`src/rtl/alu_hilo_if.sv`:
```
// EX-stage ALU bus: operation/operands in, result and HI/LO multiply status out.
interface alu_hilo_if;
  logic        valid;
  logic [5:0]  ALUOperation;
  logic [31:0] A;
  logic [31:0] B;
  logic [31:0] Result;
  logic        Zero;
  logic        Stall;
  logic        Busy;
  logic        Done;

  modport master (
    output valid, ALUOperation, A, B,
    input  Result, Zero, Stall, Busy, Done
  );

  modport slave (
    input  valid, ALUOperation, A, B,
    output Result, Zero, Stall, Busy, Done
  );
endinterface

```
`src/rtl/alu_hilo.sv`:
```
// MIPS EX-stage ALU with HI/LO multu. ALU_HILO_FAST_MULTU_EN selects a single-cycle
// multiplier; otherwise a 32-step shift-add multiplier holds Busy for 32 cycles.
module alu_hilo (
  input  logic      clk,
  input  logic      rst,
  alu_hilo_if.slave bus
);
  localparam logic [5:0] OpAdd   = 6'd32;
  localparam logic [5:0] OpSub   = 6'd34;
  localparam logic [5:0] OpAnd   = 6'd36;
  localparam logic [5:0] OpOr    = 6'd37;
  localparam logic [5:0] OpSlt   = 6'd42;
  localparam logic [5:0] OpMultu = 6'd25;
  localparam logic [5:0] OpMfhi  = 6'd16;
  localparam logic [5:0] OpMflo  = 6'd18;

  logic [31:0] hi_q;
  logic [31:0] lo_q;
  logic        done_q;
  logic        is_multu;
  logic [31:0] result;

  assign is_multu = bus.valid && (bus.ALUOperation == OpMultu);

  always_comb begin
    result = '0;
    case (bus.ALUOperation)
      OpAdd:   result = bus.A + bus.B;
      OpSub:   result = bus.A - bus.B;
      OpAnd:   result = bus.A & bus.B;
      OpOr:    result = bus.A | bus.B;
      OpSlt:   result = {31'b0, $signed(bus.A) < $signed(bus.B)};
      OpMfhi:  result = hi_q;
      OpMflo:  result = lo_q;
      default: result = '0;
    endcase
  end

  assign bus.Result = result;
  assign bus.Zero   = (result == '0);
  assign bus.Done   = done_q;

`ifdef ALU_HILO_FAST_MULTU_EN
  logic [63:0] product;

  assign product = 64'(bus.A) * 64'(bus.B);

  always_ff @(posedge clk or posedge rst) begin
    if (rst) begin
      hi_q   <= '0;
      lo_q   <= '0;
      done_q <= 1'b0;
    end else begin
      done_q <= is_multu;
      if (is_multu) begin
        {hi_q, lo_q} <= product;
      end
    end
  end

  assign bus.Busy  = 1'b0;
  assign bus.Stall = 1'b0;
`else
  logic        busy_q;
  logic [5:0]  cnt_q;
  logic [31:0] a_q;
  logic [63:0] p_q;
  logic [32:0] sum;
  logic [63:0] p_step;

  // p_q = {partial product, remaining multiplier bits}; the carry out of the
  // add is shifted back in so no product bit is lost.
  assign sum    = {1'b0, p_q[63:32]} + (p_q[0] ? {1'b0, a_q} : 33'd0);
  assign p_step = {sum, p_q[31:1]};

  always_ff @(posedge clk or posedge rst) begin
    if (rst) begin
      hi_q   <= '0;
      lo_q   <= '0;
      done_q <= 1'b0;
      busy_q <= 1'b0;
      cnt_q  <= '0;
      a_q    <= '0;
      p_q    <= '0;
    end else begin
      done_q <= 1'b0;
      if (busy_q) begin
        p_q   <= p_step;
        cnt_q <= cnt_q - 6'd1;
        if (cnt_q == 6'd1) begin
          {hi_q, lo_q} <= p_step;
          busy_q       <= 1'b0;
          done_q       <= 1'b1;
        end
      end else if (is_multu) begin
        a_q    <= bus.A;
        p_q    <= {32'b0, bus.B};
        cnt_q  <= 6'd32;
        busy_q <= 1'b1;
      end
    end
  end

  assign bus.Busy  = busy_q;
  assign bus.Stall = busy_q && bus.valid &&
                     ((bus.ALUOperation == OpMultu) || (bus.ALUOperation == OpMfhi) ||
                      (bus.ALUOperation == OpMflo));
`endif
endmodule

```
`src/flat_wrapper.sv`:
```
// flat-port wrapper written by rule: the top's interface ports become plain ports
module alu_hilo_flat 
  (clk, rst, bus_valid, bus_ALUOperation, bus_A, bus_B, bus_Result, bus_Zero, bus_Stall, bus_Busy, bus_Done);
  alu_hilo_if bus_i ();
  input  logic clk;
  input  logic rst;
  input wire logic [$bits(bus_i.valid)-1:0] bus_valid;
  input wire logic [$bits(bus_i.ALUOperation)-1:0] bus_ALUOperation;
  input wire logic [$bits(bus_i.A)-1:0] bus_A;
  input wire logic [$bits(bus_i.B)-1:0] bus_B;
  output wire logic [$bits(bus_i.Result)-1:0] bus_Result;
  output wire logic [$bits(bus_i.Zero)-1:0] bus_Zero;
  output wire logic [$bits(bus_i.Stall)-1:0] bus_Stall;
  output wire logic [$bits(bus_i.Busy)-1:0] bus_Busy;
  output wire logic [$bits(bus_i.Done)-1:0] bus_Done;
  assign bus_i.valid = bus_valid;
  assign bus_i.ALUOperation = bus_ALUOperation;
  assign bus_i.A = bus_A;
  assign bus_i.B = bus_B;
  assign bus_Result = bus_i.Result;
  assign bus_Zero = bus_i.Zero;
  assign bus_Stall = bus_i.Stall;
  assign bus_Busy = bus_i.Busy;
  assign bus_Done = bus_i.Done;
  alu_hilo u_core (.clk(clk), .rst(rst), .bus(bus_i));
endmodule
```
`config.mk`:
```
export PLATFORM = sky130hd
export DESIGN_NAME = alu_hilo_flat
export DESIGN_NICKNAME = d
export VERILOG_FILES = /design/src/rtl/alu_hilo_if.sv /design/src/rtl/alu_hilo.sv /design/src/flat_wrapper.sv
export SDC_FILE = /design/constraint.sdc
export NUM_CORES = 1
export LEC_CHECK = 0
export BUFFER_PORTS_ARGS = -buffer_cell sky130_fd_sc_hd__buf_2
export CAP_MARGIN = 20
export CORE_MARGIN = 3
export CORE_UTILIZATION = 50
export CTS_CLUSTER_DIAMETER = 60
export DETAILED_ROUTE_END_ITERATION = 12
export GPL_TIMING_DRIVEN = 0
export PLACE_DENSITY = 0.68
export SYNTH_ARGS = -nofsm -noshare
export SYNTH_HDL_FRONTEND = slang
export SYNTH_SLANG_ARGS = --single-unit
```
`constraint.sdc`:
```
create_clock -name clk -period 6.1 [get_ports clk]
set_input_delay 0.61 -clock clk [delete_from_list [all_inputs] [get_ports clk]]
set_output_delay 0.61 -clock clk [all_outputs]
set_load 0.005 [all_outputs]
```
==> run_results.csv, run 1 <==
group,metric,value,unit
timing,finalSetupViolations,0,
cells_and_area,layout-drive-gt1-share,0.120,
floorplan,initial_core_util,0.517,
critical_path,crit_buf_inv,4,
grt,grt_pass1_wl,79.0,mm
timing,min_period,6.01,ns
critical_path,path_delay_family,"simple AND/OR/NAND/NOR gates",
clock_network,post_cts_buffers,0,
timing,maxSlewHeadroom,0.347,
critical_path,crit_path_start_kind,"input port",
power,p_sw,1.71,mW
detailed_routing,first_pass_iters,6,
critical_path,timing.rr.start,"u_core.p_q[0]",
yosys,yosysWarnings,0,
critical_path,worstPathRequired,5.49,ns
detailed_routing,num_vias,14300,
power,powerDensity,272,nW/um^2
clock_network,cts_sinks,168,
yosys,yosysMostFrequentCell,"nand2_1",
yosys,synth_area_leaders,"dfrtp_1 (30%), ha_1 (12%), nand2_1 (7.9%)",
cells_and_area,fillerInstances,2639,
critical_path,cp-startpoint,"bus_A[0]",
critical_path,critPathMaxStageDelay,0.72,ns
placed_design,io_buffers,108,
yosys,yosysTopAreaCell,"dfrtp_1",
power,power,4.28,mW
detailed_routing,viasPerCell,6.25,
yosys,synth-seq-cells,168,
yosys,synth_edf_count,0,
detailed_routing,wl_per_cell,22.8,um
yosys,synth_area_per_cell,7.99,um^2
outcome,status,"complete, no violations",
clock_network,clock_latency,0.44,ns
timing,slew_violations,0,
run,max-cap-violations,0,
yosys,ys_types,98,
power,switching_share,0.399,
clock_network,ctsResizeCount,0,
timing,worst_pin_slew,0.975,ns
grt,grt_pass1_vias,13700,
yosys,synth_seq_area_share,0.298,
detailed_routing,dr.first_iter.drc_count,1771,
clock_network,h-tree-depth,4,
critical_path,path_cells,"buf_2 > inv_1 > ha_1 > inv_1 > fa_1 > nand2b_1 > a221oi_2 > o211ai_2 > a31oi_4 > a21oi_1 > nor4_1 > o21ai_0 > nor2_1 > nor4b_2 > and4b_1 > nor4bb_2 > buf_2",
cells_and_area,final_nets,2106,
cells_and_area,regArea,4200,um^2
critical_path,setup.worst_path.end_class,"output port",
timing,hold_violations,0,
clock_network,cts_buffer_depth,2,
yosys,synth_top_cell_area_share,0.298,
floorplan,rows,60,
hold_path,hp-class,"in -> async",
critical_path,worstPathArrival,5.40,ns
timing,rsz0062_at_grt,"no",
yosys,ys_top_cells_by_count,"nand2_1 (299), dfrtp_1 (168), o21ai_0 (157), ha_1 (134), nor2_1 (131)",
clock_network,cts_root_buffer,"clkbuf_16",
placed_design,place_congestion,0.992,
grt,grt_overflow,0,
floorplan,dieArea,30300,um^2
power,ir_worst_vdd,0.176,mV
timing,fmaxAchievable,0.166,GHz
yosys,syn_nets,1978,
power,p_leak,7.72,nW
clock_network,cts_tree,"done",
grt,track_usage,0.335,
clock_network,clk_pin_slew_worst_paths,0.07,ns
detailed_routing,drc,0,
floorplan,die_x,174,um
detailed_routing,drt_wl_total,52.0,mm
floorplan,die_h,174,um
floorplan,io_pins,109,
power,pwr-share-clk,0.252,
critical_path,worstSetupPathType,"in -> out",
clock_network,cts.hold.buffers_added,0,
floorplan,coreArea,27300,um^2
yosys,postSynthCellCount,1768,
power,p_seq_frac,0.392,
timing,period_share,0.985,
power,internal_power,2.57,mW
critical_path,path_max_fanout,5,
timing,skew,0.00972,ns
timing,holdWs,0.183,ns
critical_path,slowest_stage,"nor4_1",
grt,grt_max_degree,113,
placed_design,dp.final_hpwl,40.8,mm
yosys,synth_ff_type,"dfrtp_1",
yosys,netlist_area,14100,um^2
power,combPwrFrac,0.356,
grt,antenna_found_initial,2,
cells_and_area,syn2layout_area_growth,11.5,%
clock_network,cts_buffers,17,
cells_and_area,multiInputGateArea,9090,um^2
detailed_routing,drt.antenna.violating_nets,0,
yosys,synthArstFlopShare,1.00,
[cell families (layout without fill, tap and decap cells)]
logic type               count (synthesis)  in the layout  share of synthesized area
multiplexers                            34             34                     0.0267
AO/OA/AOI/OAI                          555            555                      0.268
buffers and inverters                  212            353                     0.0596
AND/OR/NAND/NOR                        628            628                      0.204
XOR/XNOR                                34             34                     0.0211
flip-flops                             168            168                      0.298
adder cells (fa/ha/maj)                137            137                      0.123
other                                    0              1                          0
[layer usage]
| layer | vias up | wire length (um) | GRT usage |
|---|---|---|---|
| met4 | 0 | 1420 | 0.0901 |
| met2 | 727 | 23000 | 0.524 |
| met3 | 107 | 4880 | 0.0599 |
| met1 | 6873 | 22600 | 0.480 |
| met5 | - | 0 | 0 |
| li1 | 6546 | - | - |
[flip-flops by register name, indices dropped and copies added, names as in the netlist]
| register | cells |
|---|---|
| u_core.cnt_q | 6 |
| u_core.a_q | 32 |
| u_core.p_q | 64 |
| u_core.hi_q | 32 |
| u_core.lo_q | 32 |
| u_core.bus.Busy | 1 |
| u_core.bus.Done | 1 |
[stage by stage]
stage | setup TNS [ns] | worst slack [ns] | cell area (um^2) | util | instances
after floorplan | 0 | 0.943 | 14100 | - | 1768
after global placement | -165.90 | -1.00 | 15100 | 0.554 | 2248
after detailed placement | 0 | 0.342 | 15200 | 0.555 | 2249
after CTS | 0 | 0.308 | 15800 | 0.576 | 2281
after global routing | 0 | 0.146 | 15800 | 0.576 | 2281
final | 0 | 0.0916 | 15800 | 0.576 | 2282
[final cells by class]
cell class | count | share of cell area
multi-input cells | 1388 | 0.577
flip-flops and latches | 168 | 0.267
repair buffers | 109 | 0.0361
well taps | 372 | 0.0295
clock buffers | 19 | 0.0281
inverters | 113 | 0.0274
plain buffers | 99 | 0.0265
clock inverters | 13 | 0.00842
diodes | 1 | 0.000159
[worst reg2reg max path, delay by kind of cell (launching register included)]
family | cells | cell delay, ns
AOI/OAI and AO/OA | 8 | 2.46
adders and majority gates | 2 | 0.65
DFF | 1 | 0.48
muxes | 1 | 0.28
and+or+nand+nor | 1 | 0.21
xor gates and xnor gates | 1 | 0.14
[power groups by stage]
stage | clock, mW | combinational, mW | sequential [mW]
finish | 1.08 | 1.52 | 1.68
global route | 1.13 | 1.69 | 1.71
CTS | 1.08 | 1.50 | 1.67
detailed placement | 0 | 1.49 | 1.68
global placement | 0 | 1.45 | 1.68
floorplan | 0 | 1.07 | 1.59
[final timing paths]
kind | to | slack, ns | cells past startpoint
hold / removal | u_core.p_q[39] | 0.18 | 2
max in group asynchronous | u_core.lo_q[14] | 5.03 | 3
min in group clk | u_core.a_q[27] | 0.48 | 2
setup reg to reg | u_core.hi_q[29] | 1.77 | 13
hold reg to reg | u_core.a_q[27] | 0.48 | 2
setup / recovery | bus_Zero | 0.09 | 17
[cells in the final DEF, fill, tap and decap left out, types with 6 or more instances in the layout]
cell,Yosys,final
a221o_1,8,8
xor2_1,10,10
nand3_1,23,23
o31a_1,7,7
and3_1,9,9
or2_2,7,7
o21ai_0,157,157
o211a_1,7,7
o21a_1,9,9
o31ai_1,12,12
nand2b_1,12,12
nor2b_1,12,12
a21oi_1,121,121
nor3_1,28,27
nand2_1,299,299
ha_1,134,134
clkbuf_1,68,69
nor4_1,12,12
o21bai_1,12,12
a22o_1,6,6
a221oi_1,17,17
a31oi_1,10,10
buf_1,14,14
a22oi_1,16,16
xnor2_1,24,24
or3_1,7,7
clkbuf_16,0,17
nand4_1,13,13
mux2_2,29,29
a211oi_1,15,15
o211ai_1,23,23
dfrtp_1,168,168
and2_1,39,39
a211o_1,11,11
o22ai_1,7,7
inv_1,112,111
buf_2,13,121
a21o_1,37,37
nor2_1,131,131
No activity file was read; power rests on OpenSTA's default activity.
==> inputs of run 2 (changes only) <==
Settings changed: CORE_UTILIZATION 50 to 55, PLACE_DENSITY 0.68 to 0.74.
==> run 2 against run 1 <==
Against the previous run: via count increased by 1.4%; die area decreased by 8.8%; setup slack improved by 0.38 ns; register-to-register slack improved by 0.11 ns; largest power group unchanged; non-clock buffer count increased by 1; core utilization increased by 4.7 points; sequential power about the same.
==> run_results.csv, run 2 (synthesized netlist as in run 1, its figures left out) <==
group,metric,value,unit
critical_path,path_depth,17,
power,power,4.31,mW
placed_design,dp_cells,2208,
critical_path,worstPathArrival,5.02,ns
detailed_routing,drt.antenna.violating_nets,0,
cells_and_area,fin_area,15700,um^2
cells_and_area,layout_common_cells,"nand2_1 (299), dfrtp_1 (168), o21ai_0 (157)",
timing,fmaxAchievable,0.178,GHz
placed_design,placed_cell_area,15100,um^2
critical_path,critPathMaxStageDelay,0.66,ns
clock_network,cts_buffers,17,
clock_network,cts_root_buffer,"clkbuf_16",
timing,slew_violations,0,
detailed_routing,first_pass_iters,5,
critical_path,crit_path_start_kind,"input port",
clock_network,cts_tree,"done",
power,powerDensity,275,nW/um^2
cells_and_area,largest_reg_flops,64,
critical_path,slowest_stage,"a221oi_2",
placed_design,post-place-ws,0.718,ns
critical_path,setup.worst_path.end_class,"output port",
cells_and_area,syn2layout_area_growth,11.1,%
detailed_routing,drc,0,
critical_path,cp-startpoint,"bus_A[0]",
cells_and_area,regMostFlops,"u_core.p_q",
timing,skew,0.0132,ns
clock_network,post_cts_buffers,0,
clock_network,clock_latency,0.44,ns
clock_network,h-tree-depth,4,
timing,maxSlewHeadroom,0.345,
floorplan,dieArea,27600,um^2
cells_and_area,stdcell_count,2240,
detailed_routing,drt_wl_total,52.7,mm
critical_path,reg2reg_to,"u_core.hi_q[29]",
clock_network,cts_sinks,168,
floorplan,initial_core_util,0.561,
grt,grt_pass1_vias,13800,
critical_path,path_max_fanout,5,
timing,min_period,5.63,ns
floorplan,coreArea,25200,um^2
critical_path,ff2ff_setup_slack,1.88,ns
placed_design,io_buffers,108,
clock_network,cts.hold.buffers_added,0,
critical_path,crit_buf_inv,4,
grt,track_usage,0.369,
clock_network,cts_buffer_depth,2,
cells_and_area,final_nets,2107,
floorplan,die_h,166,um
placed_design,dp.final_hpwl,41.2,mm
detailed_routing,num_vias,14500,
critical_path,path_delay_family,"compound AO/OA/AOI/OAI gates",
timing,finalSetupViolations,0,
timing,rsz0062_at_grt,"no",
critical_path,cp-endpoint,"bus_Zero",
floorplan,rows,58,
placed_design,place_congestion,0.985,
detailed_routing,wl_per_cell,23.5,um
power,p_leak,7.74,nW
power,ir_worst_vdd,0.225,mV
hold_path,hp-class,"in -> async",
run,max-cap-violations,0,
floorplan,io_pins,109,
grt,grt_pass1_wl,80.0,mm
clock_network,clk_pin_slew_worst_paths,0.07,ns
timing,layout_setup_ws,0.468,ns
timing,worst_pin_slew,0.982,ns
clock_network,ctsResizeCount,0,
cells_and_area,final_common_cell,"nand2_1",
critical_path,path_cells,"buf_2 > inv_1 > ha_1 > inv_1 > fa_1 > nand2b_1 > a221oi_2 > o211ai_2 > a31oi_4 > a21oi_1 > nor4_1 > o21ai_0 > nor2_1 > nor4b_2 > and4b_1 > nor4bb_2 > buf_2",
floorplan,die_x,166,um
detailed_routing,viasPerCell,6.45,
critical_path,timing.rr.start,"u_core.p_q[0]",
grt,grt_overflow,0,
timing,hold_violations,0,
critical_path,worstPathRequired,5.49,ns
cells_and_area,layout-drive-gt1-share,0.120,
cells_and_area,n_antenna_cell,0,
timing,period_share,0.923,
grt,grt_max_degree,98,
grt,antenna_found_initial,0,
detailed_routing,dr.first_iter.drc_count,1819,
critical_path,worstSetupPathType,"in -> out",
outcome,status,"complete, no violations",
critical_path,reg2reg_depth,13,
==> run 2: metal layers <==
layer | global-route usage | vias to the layer above | wire length (um)
li1 | - | 6543 | -
met1 | 0.530 | 6972 | 22800
met4 | 0.119 | 0 | 1630
met3 | 0.0795 | 104 | 5350
met5 | 0 | - | 0
met2 | 0.559 | 839 | 22800
==> run 2: worst min-delay path by stage <==
stage,start,endpoint,cells past startpoint
after floorplan,u_core.cnt_q[5],u_core.cnt_q[5],1
after global placement,u_core.a_q[16],u_core.a_q[16],2
after detailed placement,u_core.a_q[24],u_core.a_q[24],2
after CTS,rst,u_core.p_q[39],2
after global routing,rst,u_core.p_q[39],2
final,rst,u_core.p_q[39],2
==> run 2: area by class of cell <==
cell class	count	area [um^2]
flip-flops and latches	168	4200
fillers	2281	9480
clock inverters	15	154
clock buffers	17	425
inverters	113	432
repair buffers	110	576
well taps	330	413
multi-input cells	1388	9080
plain buffers	99	418
==> run 2: stage by stage <==
stage	setup TNS [ns]	util	hold slack (ns)
5_1_grt	0	0.624	0.254
3_5_place_dp	0	0.601	0.463
2_1_floorplan	0	-	0.435
6_report	0	0.624	0.218
4_1_cts	0	0.624	0.236
3_3_place_gp	-156.48	0.599	0.455
==> run 2: where the power goes <==
group          internal, mW  switching (mW)
combinational         0.563           0.979
sequential             1.43           0.251
clock                 0.581           0.508
total                  2.57            1.74
